## src/rtl/rgb_pwm_gen.sv

```systemverilog
// Three-channel PWM generator with double-buffered per-channel duty/mode
// and an optional breathe ramp that steps once per 256-step PWM period.
module rgb_pwm_gen #(
  parameter int unsigned PRESCALE   = 12,
  parameter int unsigned BREATHE_EN = 1
) (
  input  logic       clk,
  input  logic       rst_n,
  input  logic       enable,
  input  logic       cfg_valid,
  output logic       cfg_ready,
  input  logic [1:0] cfg_chan,
  input  logic [7:0] cfg_duty,
  input  logic       cfg_mode,
  output logic [2:0] rgb_pwm,
  output logic       period_tick
);

  localparam int unsigned PW  = (PRESCALE > 1) ? $clog2(PRESCALE) : 1;
  localparam int unsigned NCH = 3;
  localparam logic [PW-1:0] PRESC_MAX = PW'(PRESCALE - 1);

  typedef enum logic {ST_UP = 1'b0, ST_DOWN = 1'b1} breathe_st_e;

  logic [PW-1:0]    r_presc;
  logic [7:0]       r_phase;
  logic             r_tick;
  logic [NCH-1:0]   r_pwm;
  logic [7:0]       r_sh_duty  [NCH];
  logic [NCH-1:0]   r_sh_mode;
  logic [7:0]       r_act_duty [NCH];
  logic [NCH-1:0]   r_act_mode;
  logic [7:0]       r_level    [NCH];
  breathe_st_e      r_state    [NCH];

  logic             w_step;
  logic             w_boundary;
  logic             w_wr;
  logic             w_mode_in;
  logic [7:0]       w_level_nxt [NCH];
  breathe_st_e      w_state_nxt [NCH];
  logic [7:0]       w_level_eff [NCH];
  logic [NCH-1:0]   w_pwm_nxt;

  assign w_step      = enable && (r_presc == PRESC_MAX);
  assign w_boundary  = w_step && (r_phase == 8'hFF);
  // Writes are refused on the boundary so shadow never changes while it is copied.
  assign cfg_ready   = rst_n && !w_boundary;
  assign w_wr        = cfg_valid && cfg_ready;
  assign w_mode_in   = (BREATHE_EN != 0) && cfg_mode;
  assign rgb_pwm     = r_pwm;
  assign period_tick = r_tick;

  // Breathe FSM next state/level, evaluated against the shadow values that
  // become active at this boundary.
  always_comb begin
    for (int i = 0; i < NCH; i++) begin
      w_state_nxt[i] = r_state[i];
      w_level_nxt[i] = r_level[i];
      w_level_eff[i] = r_act_mode[i] ? r_level[i] : r_act_duty[i];
      w_pwm_nxt[i]   = enable && (r_phase < w_level_eff[i]);
      if (!enable) begin
        w_state_nxt[i] = ST_UP;
        w_level_nxt[i] = 8'd0;
      end else if (w_boundary) begin
        if (!r_sh_mode[i] || !r_act_mode[i] || (r_sh_duty[i] == 8'd0)) begin
          w_state_nxt[i] = ST_UP;
          w_level_nxt[i] = 8'd0;
        end else if (r_level[i] > r_sh_duty[i]) begin
          w_state_nxt[i] = ST_DOWN;
          w_level_nxt[i] = r_sh_duty[i];
        end else begin
          case (r_state[i])
            ST_UP: begin
              if (r_level[i] >= r_sh_duty[i]) begin
                w_state_nxt[i] = ST_DOWN;
                w_level_nxt[i] = r_sh_duty[i];
              end else begin
                w_level_nxt[i] = r_level[i] + 8'd1;
                if ((r_level[i] + 8'd1) >= r_sh_duty[i]) w_state_nxt[i] = ST_DOWN;
              end
            end
            ST_DOWN: begin
              if (r_level[i] <= 8'd1) begin
                w_level_nxt[i] = 8'd0;
                w_state_nxt[i] = ST_UP;
              end else begin
                w_level_nxt[i] = r_level[i] - 8'd1;
              end
            end
            default: begin
              w_state_nxt[i] = ST_UP;
              w_level_nxt[i] = 8'd0;
            end
          endcase
        end
      end
    end
  end

  always_ff @(posedge clk) begin
    if (!rst_n) begin
      r_presc    <= '0;
      r_phase    <= 8'd0;
      r_tick     <= 1'b0;
      r_pwm      <= '0;
      r_sh_mode  <= '0;
      r_act_mode <= '0;
      for (int i = 0; i < NCH; i++) begin
        r_sh_duty[i]  <= 8'd0;
        r_act_duty[i] <= 8'd0;
        r_level[i]    <= 8'd0;
        r_state[i]    <= ST_UP;
      end
    end else begin
      if (!enable) begin
        r_presc <= '0;
        r_phase <= 8'd0;
      end else if (w_step) begin
        r_presc <= '0;
        r_phase <= r_phase + 8'd1;
      end else begin
        r_presc <= r_presc + PW'(1);
      end
      r_tick <= w_boundary;
      r_pwm  <= w_pwm_nxt;
      for (int i = 0; i < NCH; i++) begin
        if (w_wr && ((cfg_chan == 2'(i)) || (cfg_chan == 2'd3))) begin
          r_sh_duty[i] <= cfg_duty;
          r_sh_mode[i] <= w_mode_in;
        end
        // Disabled: track shadow continuously so re-enable starts with it.
        if (!enable || w_boundary) begin
          r_act_duty[i] <= r_sh_duty[i];
          r_act_mode[i] <= r_sh_mode[i];
        end
        r_level[i] <= w_level_nxt[i];
        r_state[i] <= w_state_nxt[i];
      end
    end
  end

endmodule

```

## config.mk

```make
export PLATFORM = sky130hd
export DESIGN_NAME = rgb_pwm_gen
export DESIGN_NICKNAME = d
export VERILOG_FILES = /design/src/rtl/rgb_pwm_gen.sv
export SDC_FILE = /design/constraint.sdc
export NUM_CORES = 1
export LEC_CHECK = 0
export BUFFER_PORTS_ARGS = -buffer_cell sky130_fd_sc_hd__buf_2
export CAP_MARGIN = 10
export CORE_MARGIN = 2
export CORE_UTILIZATION = 35
export DETAILED_ROUTE_END_ITERATION = 8
export GPL_TIMING_DRIVEN = 0
export PLACE_DENSITY = 0.47
export SLEW_MARGIN = 20
export SYNTH_ARGS = -nofsm -noshare
export SYNTH_HDL_FRONTEND = slang
export SYNTH_SLANG_ARGS = --single-unit
```

## constraint.sdc

```tcl
create_clock -name clk -period 7.8 [get_ports clk]
set_input_delay 2.34 -clock clk [delete_from_list [all_inputs] [get_ports clk]]
set_output_delay 2.34 -clock clk [all_outputs]
set_load 0.01 [all_outputs]
```

==> summary.md, run 1 <==
| Metric | Value |
|---|---|
| Max-Cap Viols | 0 |
| Max Clock Skew | 7.637 ps |
| Post-synthesis mux area share | 5.121% |
| Setup_tns | 0 ps |
| Hold wc startpoint | r_presc[0] |
| Tmin final | 5884 ps |
| Layout cells sized above 1 | 7.584% |
| Max FO, Critical Path | 7 |
| Reg2Reg Setup Slack | 4400 ps |
| Die X | 144.3 um |
| Post-synthesis adder-cell area fraction | 15.07% |
| Largest net degree at the start of global routing | 27 |
| H-tree depth | 3 |
| N_diodes | 0 |
| Number of flops mapped to enable cells by yosys | 48 |
| RSZ-0062 raised after global routing | no |
| Worst Max-Slew Pin Slew | 1067 ps |
| Global-route wire length before repair | 32240 um |
| HP Class | reg2reg |
| Pleak | 3.200 nW |
| Area growth syn-to-layout | 11.02% |
| Synth Area in Simple Gates | 17.54% |
| Clock sink count | 97 |
| DRT Pass-1 Iters | 5 |
| Syn nets | 841 |
| Critical Path RT | 5460 ps |
| Compound-Gate Fraction of Synth Area | 18.72% |
| PwrDens | 152.2 mW/mm2 |
| XOR/XNOR Fraction of Synth Area | 4.068% |
| Final ANT Viol Nets | 0 |
| PortBufs | 19 |
| Cell area after synthesis | 0.006890 mm2 |
| Yosys top cell area share | 20.92% |
| Die Span Y | 144.3 um |
| CP Launch Type | input pin |
| Crit share post-route | 75.44% |
| Total gr overflow | 0 |
| Post-Synthesis Cells | 743 |
| Root buf cell | clkbuf_16 |
| Core footprint | 0.01940 mm2 |
| Routed vias | 5787 |
| Yosys top cell by area | edfxtp_1 |
| Starting Density | 35.52% |
| Mean area per synthesized cell | 9.274 um2 |
| Number of remaining DRC errors | 0 |
| Peak supply drop | 0.1189 mV |
| WHS Endpoint | r_presc[0] |
| Worst relative slew slack | 28.43% |
| Gr usage total | 20.36% |
| Worst setup EP type | output pin |
| Non-filler cells, final | 1043 |
| RR Startpoint | r_level[0][11] |
| Initial drt markers | 432 |
| Post-DP HPWL | 15580 um |
| GPL Wtd Cong | 0.8858 |
| Vias per cell | 5.548 |
| Number of distinct library cells after synthesis | 73 |
| I/O pins | 20 |
| WP data arrival | 3540 ps |
| Routed WL per cell | 19.40 um |
| Full die area | 0.02083 mm2 |
| Hold depth | 1 |
| Total setup buffers inserted after CTS | 0 |
| Std-Cell Rows | 51 |
| Cts hold-fix bufs | 0 |
| Register area share after synthesis | 35.16% |
| TritonCTS clock tree | yes |
| Clock latency on the worst-skew pair | 350 ps |
| Fraction of registers with async set/reset | 0% |
| Final wirelength | 20240 um |
| Vias in the first global route | 5742 |
| Final hold vios | 0 |
| Post-synth top flop | dfxtp_1 |
| Top post-synthesis cells by count | ha_1 (83), nor2_1 (64), nand2_1 (52) |
| Largest family of logic cells by synthesized area | compound AO/OA/AOI/OAI gates |
| Final number of setup-violating endpoints | 0 |
| Top-count cell post-synth | ha_1 |
| Final nets | 871 |
| Placed Cells | 1027 |
| #FFs+latches synth | 97 |
| Yosys warnings | 0 |
| Reg2reg path depth | 11 |
| Fmax | 0.1699 GHz |
| Post-CTS sizing | 0 |
| Dominant cells by area after synthesis | edfxtp_1 (21%), ha_1 (15%), dfxtp_1 (14%), mux2i_1 (4.8%), nor2_1 (3.5%) |
| Pins Over Slew Limit | 0 |
| Initial antenna violation count | 0 |
| Final hold slack | 451.9 ps |
| Setup CP Type | in2out |
| CTS clk-pin slew, worst paths | 70 ps |
| Outcome | complete, no violations |
| R2R Path End | r_state[0][1] |
| Max clock buf depth | 2 |
| Num CTS Buffers | 9 |
[cells in the final DEF (no fill, tap or decap), types with 3 or more instances in the layout]
cell type and instances:
a211o_1 3, a211oi_1 3, a21boi_0 4, a21o_1 12, a21oi_1 28, a22o_1 6
a22oi_1 16, a2bb2oi_1 3, a31o_2 3, a31oi_1 8, a32o_1 4, a32oi_1 10
and2_1 15, and3_1 8, and4_1 4, buf_2 23, clkbuf_1 27, clkbuf_16 12
dfxtp_1 49, edfxtp_1 48, ha_1 83, inv_1 42, mux2i_1 33, nand2_1 52
nand2b_1 5, nand3_1 23, nand4_1 11, nor2_1 63, nor2b_1 6, nor3_1 10
nor4_1 14, o211ai_1 6, o21ai_0 46, o31ai_1 3, or2_2 3, or3_1 6
xnor2_1 16, xor2_1 16
[per-stage QoR]
stage               setup WS, ps  utilization (%)  instance area [um2]  power [mW]
finish                      1916            39.43                 7650       1.165
global route                1862            39.43                 7650       1.214
CTS                         1915            39.43                 7650       1.176
detailed placement          1915            37.73                 7320      0.6933
global placement            1914            37.72                 7317      0.6898
floorplan                   2257                -                 6890      0.6490
[critical path: stages]
cell	delay (ps)
buf_2	140
nand3_1	160
or4_4	570
and2_1	190
buf_2	130
[layer usage]
layer,global-route usage [%],up-vias,part of all wire (%)
li1,-,2831,-
met1,28.42,2794,49
met2,32.55,128,45
met3,2.914,34,3.1
met4,6.490,0,2.3
met5,0,-,0
[flip-flops by register name (all words and copies together), names as in the netlist]
signal       cells
period_tick      1
r_act_duty      24
r_act_mode       3
r_level         24
r_phase          8
r_presc          4
r_sh_duty       24
r_sh_mode        3
r_state          3
rgb_pwm          3
[cell type report]
type	instances	area, um2
Fill cell	1976	11750
Multi-Input combinational cell	570	4173
Sequential cell	97	2422
Tap cell	265	331.6
Clock buffer	13	304.0
Inverter	43	161.4
Buffer	33	136.4
Timing Repair Buffer	19	95.09
Clock inverter	3	26.28
[cell families after synthesis]
group           Yosys count
compound gates          184
xor+xnor                 32
fa+ha+maj                83
buf+inv                  76
flops                    97
mux                      35
simple gates            236
[worst max-delay path by stage]
| stage | startpoint | to | cells past startpoint |
|---|---|---|---|
| floorplan | enable | cfg_ready | 3 |
| global route | enable | cfg_ready | 5 |
| CTS | enable | cfg_ready | 5 |
| global placement | enable | cfg_ready | 5 |
| detailed placement | enable | cfg_ready | 5 |
| finish | enable | cfg_ready | 5 |
[where the power goes]
group	internal, mW	switching, mW	total (mW)
clock network	0.277	0.206	0.483
logic	0.0352	0.0671	0.102
registers	0.560	0.0191	0.579
total	0.873	0.292	1.16
Power figures use the tool's default switching activity.
==> run 2: changes to the inputs <==
ABC_AREA = 1   (was not set)
PLACE_DENSITY = 0.49   (was 0.47)
clock period = 4.8 ns   (was 7.8 ns; I/O delays follow)
==> run 2 against run 1 <==
  * Utilization increased by 0.082 points
  * Clock power increased by 67%
  * Combinational power increased by 94%
  * Clock skew increased by 4.8 ps
  * Sequential cell count unchanged
==> summary.md, run 2 <==
| Metric | Value |
|---|---|
| Final hold vios | 0 (unchanged) |
| Crit share post-route | 76.27% |
| Top-count cell post-synth | nand2_1 |
| RR Startpoint | r_phase[1] |
| Setup_tns | 0 ps (unchanged) |
| Cell area after synthesis | 0.006964 mm2 (+1.1%) |
| WP data arrival | 2220 ps (-1320 ps) |
| Met3 routed WL | 765 um (+22%) |
| Number of distinct library cells after synthesis | 40 (-45%) |
| PortBufs | 18 (-1) |
| Max FO, Critical Path | 6 (-1) |
| Dpl cell area | 0.007396 mm2 (+1.0%) |
| Cts hold-fix bufs | 0 (unchanged) |
| TritonCTS clock tree | yes |
| Clock sink count | 97 (unchanged) |
| Vias in the first global route | 5886 (+2.5%) |
| Post-DP HPWL | 15220 um (-2.3%) |
| Post-route cell area | 0.007716 mm2 (+0.87%) |
| Yosys warnings | 0 (unchanged) |
| Max clock buf depth | 2 (unchanged) |
| Gr usage total | 19.46% (-0.90 points) |
| Peak supply drop | 0.1959 mV (+65%) |
| Global-route wire length before repair | 32290 um (+0.15%) |
| Clock latency on the worst-skew pair | 360 ps (about the same) |
| Routed vias | 6150 (+6.3%) |
| Routed WL per cell | 15.97 um (-18%) |
| Reg2reg path depth | 8 (-3) |
| Hold wc startpoint | r_presc[0] |
| Worst relative slew slack | 45.51% (+17 points) |
| R2R Path End | r_sh_duty[0][20] |
| Final ANT Viol Nets | 0 (unchanged) |
| Metal2 WL | 8871 um (-3.6%) |
| Pleak | 3.808 nW (+19%) |
| PwrDens | 250.1 mW/mm2 (+64%) |
| Crit path cell chain | buf_2, nand3_2, nor2_1, nor2_1, buf_2 |
| Std-Cell Rows | 51 (unchanged) |
| Tmin final | 3661 ps |
| Top sig layer | met4 |
| Num CTS Buffers | 9 (unchanged) |
| Final number of setup-violating endpoints | 0 (unchanged) |
| Register area share after synthesis | 34.78% (-0.37 points) |
| RSZ-0062 raised after global routing | no |
| Largest regs | r_act_duty (24), r_level (24), r_sh_duty (24) |
| N_diodes | 0 (unchanged) |
| GPL Wtd Cong | 0.8535 (-3.6%) |
| Core footprint | 0.01953 mm2 (+0.66%) |
| Post-Route M1 WL | 10180 um (+2.3%) |
| CP Launch Type | input pin |
| Most common cell after layout, fill and taps aside | nand2_1 |
| Area growth syn-to-layout | 10.80% |
| Worst setup EP type | output pin |
| Outcome | complete, no violations |
| H-tree depth | 3 (unchanged) |
| Fmax | 0.2731 GHz |
| Number of remaining DRC errors | 0 (unchanged) |
| Critical Path RT | 3360 ps (-2100 ps) |
| Fraction of registers with async set/reset | 0% (unchanged) |
| Yosys top cell by area | edfxtp_1 |
| Post-CTS sizing | 0 (unchanged) |
| Mean area per synthesized cell | 7.262 um2 (-22%) |
| I/O pins | 20 (unchanged) |
| Post-synth top flop | dfxtp_1 |
| Post-Synthesis Cells | 959 (+29%) |
| Final nets | 1086 (+25%) |
| Top post-synthesis cells by count | nand2_1 (294), inv_1 (111), nor2_1 (103) |
| Max Clock Skew | 12.44 ps (+4.803 ps) |
| Hold depth | 1 (unchanged) |
| Root buf cell | clkbuf_16 |
| Crit path largest cell delay | 190 ps (-380 ps) |
| Initial drt markers | 485 (+12%) |
| Dominant cells by area after synthesis | edfxtp_1 (21%), nand2_1 (16%), ha_1 (15%), dfxtp_1 (14%), inv_1 (6.0%) |
| #FFs+latches synth | 97 (unchanged) |
| Syn nets | 1057 (+26%) |
| CTS clk-pin slew, worst paths | 80 ps (about the same) |
| Total gr overflow | 0 (unchanged) |
| Commonest non-fill, non-tap cells in the layout | nand2_1 (293), inv_1 (111), nor2_1 (103), ha_1 (83), o21ai_0 (53) |
| Yosys top cell area share | 20.70% (-0.22 points) |
| Starting Density | 35.67% (+0.15 points) |
| WHS Endpoint | r_presc[0] |
| Total setup buffers inserted after CTS | 0 (unchanged) |
| Number of flops mapped to enable cells by yosys | 48 (unchanged) |
| DRT Pass-1 Iters | 5 (unchanged) |
| Pins Over Slew Limit | 0 (unchanged) |
| HP Class | reg2reg |
| Layout cells sized above 1 | 5.942% (-1.6 points) |
| Largest net degree at the start of global routing | 28 (+3.7%) |
| Max-Cap Viols | 0 (unchanged) |
| Die X | 145.1 um (+0.52%) |
| Vias per cell | 4.889 (-12%) |
| Setup CP Type | in2out |
| Final wirelength | 20090 um (-0.75%) |
| Full die area | 0.02104 mm2 (+1.0%) |
| Slowest CP cell | buf_2 |
| Worst Max-Slew Pin Slew | 811.8 ps (-255.2 ps) |
| Die Span Y | 145.1 um (+0.52%) |
| Initial antenna violation count | 0 (unchanged) |
| Reg2Reg Setup Slack | 2160 ps (-2240 ps) |
-- run 2: changes by cell type after synthesis, moves of 15 or more --
cell / before / now
nor2_1: 64 / 103
and2_1: 15 / 0
mux2i_1: 33 / 2
nand2_1: 52 / 294
nand4_1: 11 / 33
inv_1: 43 / 111
xnor2_1: 16 / 1
nand3_1: 23 / 47
-- run 2: worst max-delay path by stage --
stage                 from             to  slack [ps]  cells past startpoint
floorplan            rst_n      cfg_ready        1470                      3
global placement     rst_n  r_level[0][2]         720                      8
detailed placement  enable      cfg_ready        1140                      5
CTS                 enable      cfg_ready        1140                      5
global route        enable      cfg_ready        1050                      5
finish              enable      cfg_ready        1140                      5
-- run 2: final cells by class --
cell class | count | area, um2
clock buffers | 9 | 225.2
repair buffers | 18 | 90.09
inverters | 113 | 424.2
plain buffers | 18 | 75.07
fillers | 2098 | 11810
multi-input cells | 731 | 4053
clock inverters | 7 | 95.09
flip-flops and latches | 97 | 2422
well taps | 265 | 331.6
-- run 2: where the power goes --
| group | internal, mW | switching [mW] | leakage, nW | total, mW |
|---|---|---|---|---|
| clock | 0.423 | 0.382 | 0.159 | 0.805 |
| sequential | 0.908 | 0.0190 | 0.902 | 0.927 |
| combinational | 0.0594 | 0.138 | 2.75 | 0.198 |
| total | 1.39 | 0.539 | 3.81 | 1.93 |
-- run 2: per-layer routing --
metal | vias up | track usage [%]
met5 | - | 0
met4 | 0 | 5.196
met3 | 20 | 2.138
met2 | 111 | 30.60
met1 | 2802 | 28.42
li1 | 3217 | -
-- run 2: cell families (layout without fill, tap and decap cells) --
logic type / count (synthesis) / count (layout) / share of synthesized area (%)
multiplexers: 2 / 2 / 0.2875
XOR/XNOR: 22 / 22 / 2.767
flip-flops: 97 / 97 / 34.78
AND/OR/NAND/NOR: 503 / 503 / 30.61
AO/OA/AOI/OAI: 121 / 121 / 9.468
adder cells (fa/ha/maj): 83 / 83 / 14.91
buffers and inverters: 131 / 165 / 7.168
-- run 2: critical path: cells and delay by family --
kind / cells / cell delay (ps)
buffers and inverters: 2 / 330
and+or+nand+nor: 3 / 430
-- run 2: through the flow --
| step | cells | utilization (%) | total power, mW | setup WS, ps | hold slack (ps) |
|---|---|---|---|---|---|
| finish | 1258 | 39.52 | 1.930 | 1139 | 453.4 |
| global route | 1258 | 39.52 | 2.011 | 1051 | 470.2 |
| CTS | 1258 | 39.52 | 1.944 | 1137 | 456.3 |
| detailed placement | 1242 | 37.88 | 1.145 | 1138 | 435.9 |
| global placement | 1242 | 37.83 | 1.142 | 723.1 | 435.0 |
| floorplan | 959 | - | 1.069 | 1475 | 417.6 |
